`config.mk`:
```
export PLATFORM = sky130hd
export DESIGN_NAME = match_frame_counter
export DESIGN_NICKNAME = d
export VERILOG_FILES = /design/src/rtl/match_frame_counter.sv
export SDC_FILE = /design/constraint.sdc
export NUM_CORES = 1
export LEC_CHECK = 0
export ABC_CLOCK_PERIOD_IN_PS = 1800
export BUFFER_PORTS_ARGS = -buffer_cell sky130_fd_sc_hd__buf_4
export CORE_ASPECT_RATIO = 2
export CORE_MARGIN = 10
export CORE_UTILIZATION = 29
export CTS_CLUSTER_DIAMETER = 80
export DETAILED_ROUTE_END_ITERATION = 16
export PLACE_DENSITY_LB_ADDON = 0.08
export SYNTH_ARGS = -nofsm -noshare
export SYNTH_HDL_FRONTEND = slang
export SYNTH_SLANG_ARGS = --single-unit
```
`constraint.sdc`:
```
create_clock -name clk -period 1.8 [get_ports clk]
set_clock_uncertainty 0.1 [all_clocks]
set_input_delay 0.18 -clock clk [delete_from_list [all_inputs] [get_ports clk]]
set_output_delay 0.18 -clock clk [all_outputs]
set_load 0.005 [all_outputs]
```
`src/rtl/match_frame_counter.sv`:
```
// match_frame_counter
//   Counts "1101" detector match pulses over fixed-length frames of qualified
//   serial bits. Each completed frame's count is handed to a one-entry
//   valid/ready report register. Counting of the next frame continues while
//   an earlier report waits to be read.
//
// Ports:
//   clk          system clock, all state on the rising edge
//   n_rst        asynchronous reset, active HIGH (1 = reset)
//   en           current cycle carries one qualified serial bit
//   match        detector output, counted only together with en
//   frame_start  start / restart a frame
//   stop         abort counting, return to IDLE
//   count_out    reported match count (held while count_valid)
//   ovf_out      reported frame saturated its count
//   count_valid  report register full
//   count_ready  consumer accepts the report
//   frame_lost   sticky: a completed frame was dropped
//   busy         1 while in RUN
module match_frame_counter #(
  parameter int CNT_WIDTH = 8,
  parameter int FRAME_LEN = 64
) (
  input  logic                 clk,
  input  logic                 n_rst,
  input  logic                 en,
  input  logic                 match,
  input  logic                 frame_start,
  input  logic                 stop,
  output logic [CNT_WIDTH-1:0] count_out,
  output logic                 ovf_out,
  output logic                 count_valid,
  input  logic                 count_ready,
  output logic                 frame_lost,
  output logic                 busy
);

  localparam int BIT_W = (FRAME_LEN > 1) ? $clog2(FRAME_LEN) : 1;
  localparam logic [BIT_W-1:0]     LAST_BIT = BIT_W'(FRAME_LEN - 1);
  localparam logic [CNT_WIDTH-1:0] CNT_MAX  = {CNT_WIDTH{1'b1}};

  typedef enum logic [0:0] {
    IDLE = 1'b0,
    RUN  = 1'b1
  } state_t;

  state_t               state_r;
  logic [BIT_W-1:0]     bit_cnt_r;
  logic [CNT_WIDTH-1:0] acc_r;
  logic                 sat_r;
  logic [CNT_WIDTH-1:0] count_r;
  logic                 ovf_r;
  logic                 valid_r;
  logic                 lost_r;
  logic                 busy_r;

  logic                 hit_s;
  logic                 last_s;
  logic                 complete_s;
  logic [CNT_WIDTH-1:0] acc_sum_s;
  logic                 sat_sum_s;

  // Saturating accumulator update and frame-completion detect for this cycle.
  always_comb begin
    hit_s     = en & match;
    last_s    = (bit_cnt_r == LAST_BIT);
    acc_sum_s = acc_r;
    sat_sum_s = sat_r;
    if (hit_s && (acc_r == CNT_MAX)) begin
      // Already at max: hold the value, remember the lost match.
      acc_sum_s = acc_r;
      sat_sum_s = 1'b1;
    end else if (hit_s) begin
      acc_sum_s = acc_r + CNT_WIDTH'(1'b1);
      sat_sum_s = sat_r;
    end else begin
      acc_sum_s = acc_r;
      sat_sum_s = sat_r;
    end
    // stop and frame_start both override a completion in the same cycle.
    complete_s = (state_r == RUN) && en && last_s && !stop && !frame_start;
  end

  // Frame FSM: state, bit counter, accumulator and saturation flag.
  always_ff @(posedge clk or posedge n_rst) begin
    if (n_rst) begin
      state_r   <= IDLE;
      busy_r    <= 1'b0;
      bit_cnt_r <= '0;
      acc_r     <= '0;
      sat_r     <= 1'b0;
    end else begin
      case (state_r)
        IDLE: begin
          if (frame_start) begin
            state_r   <= RUN;
            busy_r    <= 1'b1;
            bit_cnt_r <= '0;
            acc_r     <= '0;
            sat_r     <= 1'b0;
          end else begin
            state_r <= IDLE;
            busy_r  <= 1'b0;
          end
        end
        RUN: begin
          if (stop) begin
            state_r   <= IDLE;
            busy_r    <= 1'b0;
            bit_cnt_r <= '0;
            acc_r     <= '0;
            sat_r     <= 1'b0;
          end else if (frame_start || (en && last_s)) begin
            // Restart, or roll straight into the next frame after completion.
            bit_cnt_r <= '0;
            acc_r     <= '0;
            sat_r     <= 1'b0;
          end else if (en) begin
            bit_cnt_r <= bit_cnt_r + BIT_W'(1'b1);
            acc_r     <= acc_sum_s;
            sat_r     <= sat_sum_s;
          end else begin
            bit_cnt_r <= bit_cnt_r;
          end
        end
        default: begin
          state_r   <= IDLE;
          busy_r    <= 1'b0;
          bit_cnt_r <= '0;
          acc_r     <= '0;
          sat_r     <= 1'b0;
        end
      endcase
    end
  end

  // Report register with valid/ready handshake and sticky lost-frame flag.
  always_ff @(posedge clk or posedge n_rst) begin
    if (n_rst) begin
      count_r <= '0;
      ovf_r   <= 1'b0;
      valid_r <= 1'b0;
      lost_r  <= 1'b0;
    end else if (complete_s) begin
      // A report being read this cycle frees the slot for the new result.
      if (!valid_r || count_ready) begin
        count_r <= acc_sum_s;
        ovf_r   <= sat_sum_s;
        valid_r <= 1'b1;
      end else begin
        lost_r <= 1'b1;
      end
    end else if (valid_r && count_ready) begin
      valid_r <= 1'b0;
    end else begin
      valid_r <= valid_r;
    end
  end

  assign count_out   = count_r;
  assign ovf_out     = ovf_r;
  assign count_valid = valid_r;
  assign frame_lost  = lost_r;
  assign busy        = busy_r;

endmodule
```
==> flow_metrics.tcl <==
set metrics [dict create \
    outcome "completed" \
    dp_cells 236 \
    crit_fanout 18 \
    core_area_sq_mm 0.00509 \
    wl_per_cell_microns 15.6 \
    grtUsageMet3_pct 1.95 \
    ff2ff_path_depth 6 \
    ys_top_cells_by_area "dfrtp_1 46%, a21oi_1 4.6%, nand2_1 4.2%" \
    holdPathStages 2 \
    ys_ff_latch 28 \
    clock_latency_ns 0.28 \
    cts-root-buf "clkbuf_8" \
    slowest_stage "dfrtp_1" \
    nNetsFinal 194 \
    die_y_microns 122 \
    multiInputGateArea_sq_um 772 \
    leakagePower_uw 0.000818 \
    synth_top_cell_by_area "dfrtp_1" \
    critPathBufInv 1 \
    syn_area_per_cell_sq_um 9.67 \
    worst_pin_slew_ns 0.446 \
    cts_tree "built" \
    ir_worst_vdd_mv 0.327 \
    finalSetupViolations 0 \
    place_congestion 0.768 \
    track_usage_pct 9.30 \
    synth-main-ff-cell "dfrtp_1" \
    grt_pass1_wl_microns 6620 \
    grt_use_met2_pct 18.0 \
    rows 37 \
    p_comb_share_pct 9.0 \
    synthCells 156 \
    maxCapViolations 0 \
    switching_share_pct 21.6 \
    drt_wl_total_microns 3790 \
    cts.sinks 28 \
    vias_per_cell 5.38 \
    htreeDepth 1 \
    p_per_area_mw_per_mm2 671 \
    chipWidth_microns 71.0 \
    p_seq_share_pct 51.5 \
    reg2reg_setup_slack_ns 0.12 \
    max_freq_mhz 596 \
    min_period_ns 1.68 \
    grt_max_degree 29 \
    cts.path.max_buffers 2 \
    yosysSeqAreaShare_pct 46.4 \
    yosys-top-cells-count "28 x dfrtp_1, 17 x nand2_1, 14 x a21oi_1" \
    intPower_uw 985 \
    grt_pass1_vias 1372 \
    rsz0062_at_grt "false" \
    die_area_sq_mm 0.00866 \
    final_area_sq_mm 0.00187 \
    area_growth_pct 24.1 \
    dr.pass1.iters 4 \
    cp.required_ns 1.84 \
    relSlewSlack_pct 70.1 \
    hold_viol 0 \
    seqCellArea_sq_um 702 \
    drtAntennaViolNets 0 \
    start_util_pct 29.6 \
    holdWs_ns 0.0137 \
    synthArstFlopShare_pct 100 \
    synth_edf_count 0 \
    antenna_found_initial 0 \
    synth_warnings 0 \
    cp_cell_sequence "ha_2, nand4_2, o211a_1, buf_12, a41oi_2, a31oi_1" \
    vias 1302 \
    worstPathArrival_ns 1.72 \
    final_layout_size_suffix_gt1_share_pct 28.3 \
    clock_power_share_pct 39.6 \
    startpoint_type "flop" \
    crit_cells 6 \
    met1_usage_pct 9.01 \
    grt_overflow 0 \
    final_util_pct 36.8 \
    netlist.area_leader.share_pct 46.4 \
    min_path_type "in -> reg" \
    drc 0 \
    p_switching_uw 272 \
    finalCritPeriodShare_pct 93.2 \
    antenna_cells 0 \
    syn_area_sq_mm 0.00151 \
    finalNonFillerCells 242 \
    portBuffers 18 \
    busiest_layer "met2" \
    hpwl_microns 3000 \
    drv_slew 0 \
    synth_most_common_cell "dfrtp_1" \
    crit_family "compound AO/OA/AOI/OAI gates" \
    pin_count 19 \
    finalSetupTns_ns 0 \
    first_iter_violations 56 \
    slowest_delay_ns 0.39 \
    nFillCells 537 \
    syn-num-nets 165 \
    cts_buffers 3 \
    placed_area_sq_mm 0.00176 \
    clkSlewWorstSetupHoldPaths_ns 0.09 \
    cp-end-kind "flop" \
    synth_cell_types 47 \
    critical_path_class "reg -> reg" \
]
[logic make-up after synthesis]
family,after synthesis,synth area share [%]
AND/OR/NAND/NOR,63,23.9
AO/OA/AOI/OAI,51,22.6
flip-flops,28,46.4
buffers and inverters,10,4.15
adder cells (fa/ha/maj),2,1.66
XOR/XNOR,1,0.581
multiplexers,1,0.663
[path summary, 6_finish.rpt]
kind | from | end
hold / removal | frame_start | bit_cnt_r[4]
max in group asynchronous | n_rst | state_r
hold reg to reg | frame_lost | frame_lost
min in group asynchronous | n_rst | frame_lost
setup / recovery | bit_cnt_r[0] | bit_cnt_r[5]
setup reg to reg | bit_cnt_r[0] | bit_cnt_r[5]
[layout by cell type, fill, tap and decap left out, types with 2 or more instances in the layout]
cell type / synthesis / routed
nand3_1: 5 / 5
nand2b_1: 4 / 4
and2_1: 3 / 3
ha_2: 0 / 2
o21ai_0: 12 / 12
o21ai_1: 5 / 5
inv_1: 4 / 4
a21oi_1: 14 / 14
nand2_1: 17 / 17
buf_4: 1 / 28
a31oi_1: 4 / 4
nor2_1: 12 / 12
nor2b_1: 2 / 2
clkbuf_8: 0 / 3
a31o_2: 3 / 3
a41oi_2: 0 / 2
nand4_1: 2 / 2
and3_1: 5 / 5
dfrtp_1: 28 / 27
a21oi_2: 2 / 2
[cell type report]
class	count	area share [%]
flip-flops and latches	28	37.5
well taps	58	3.87
multi-input cells	118	41.2
inverters	4	0.802
clock buffers	3	2.20
repair buffers	30	12.8
clock inverters	1	1.60
[worst reg2reg max path, stage by stage (launching register included)]
cell,delay [ns]
dfrtp_1,0.39
ha_2,0.22
nand4_2,0.16
o211a_1,0.27
buf_12,0.16
a41oi_2,0.18
a31oi_1,0.06
[through the flow]
| stage | total power (uW) | setup WS [ns] |
|---|---|---|
| global route | 1330 | 0.00932 |
| CTS | 1280 | 0.0357 |
| detailed placement | 770 | 0.0164 |
| floorplan | 722 | 0.221 |
| finish | 1260 | 0.123 |
| global placement | 769 | 0.0359 |
[routing by layer]
layer,vias up,wire length (microns)
met5,-,0
met2,24,2110
met1,644,1440
li1,627,-
met4,0,95
met3,7,141
[power groups by stage]
| stage | sequential [uW] | clock (uW) | combinational (uW) |
|---|---|---|---|
| floorplan | 657 | 0 | 65.4 |
| detailed placement | 659 | 0 | 112 |
| global placement | 658 | 0 | 111 |
| finish | 647 | 497 | 113 |
| CTS | 647 | 522 | 114 |
| global route | 649 | 548 | 129 |
[repair_timing]
action | 4_1_cts | 5_1_grt
setup buffers | 0 | 1
gates resized for setup | 1 | 7
endpoints found under the setup margin | 1 | 9
hold buffers | 1 | 0
hold endpoints to repair | 28 | 0
pin swaps | 0 | 2
No activity file was read; power rests on OpenSTA's default activity.
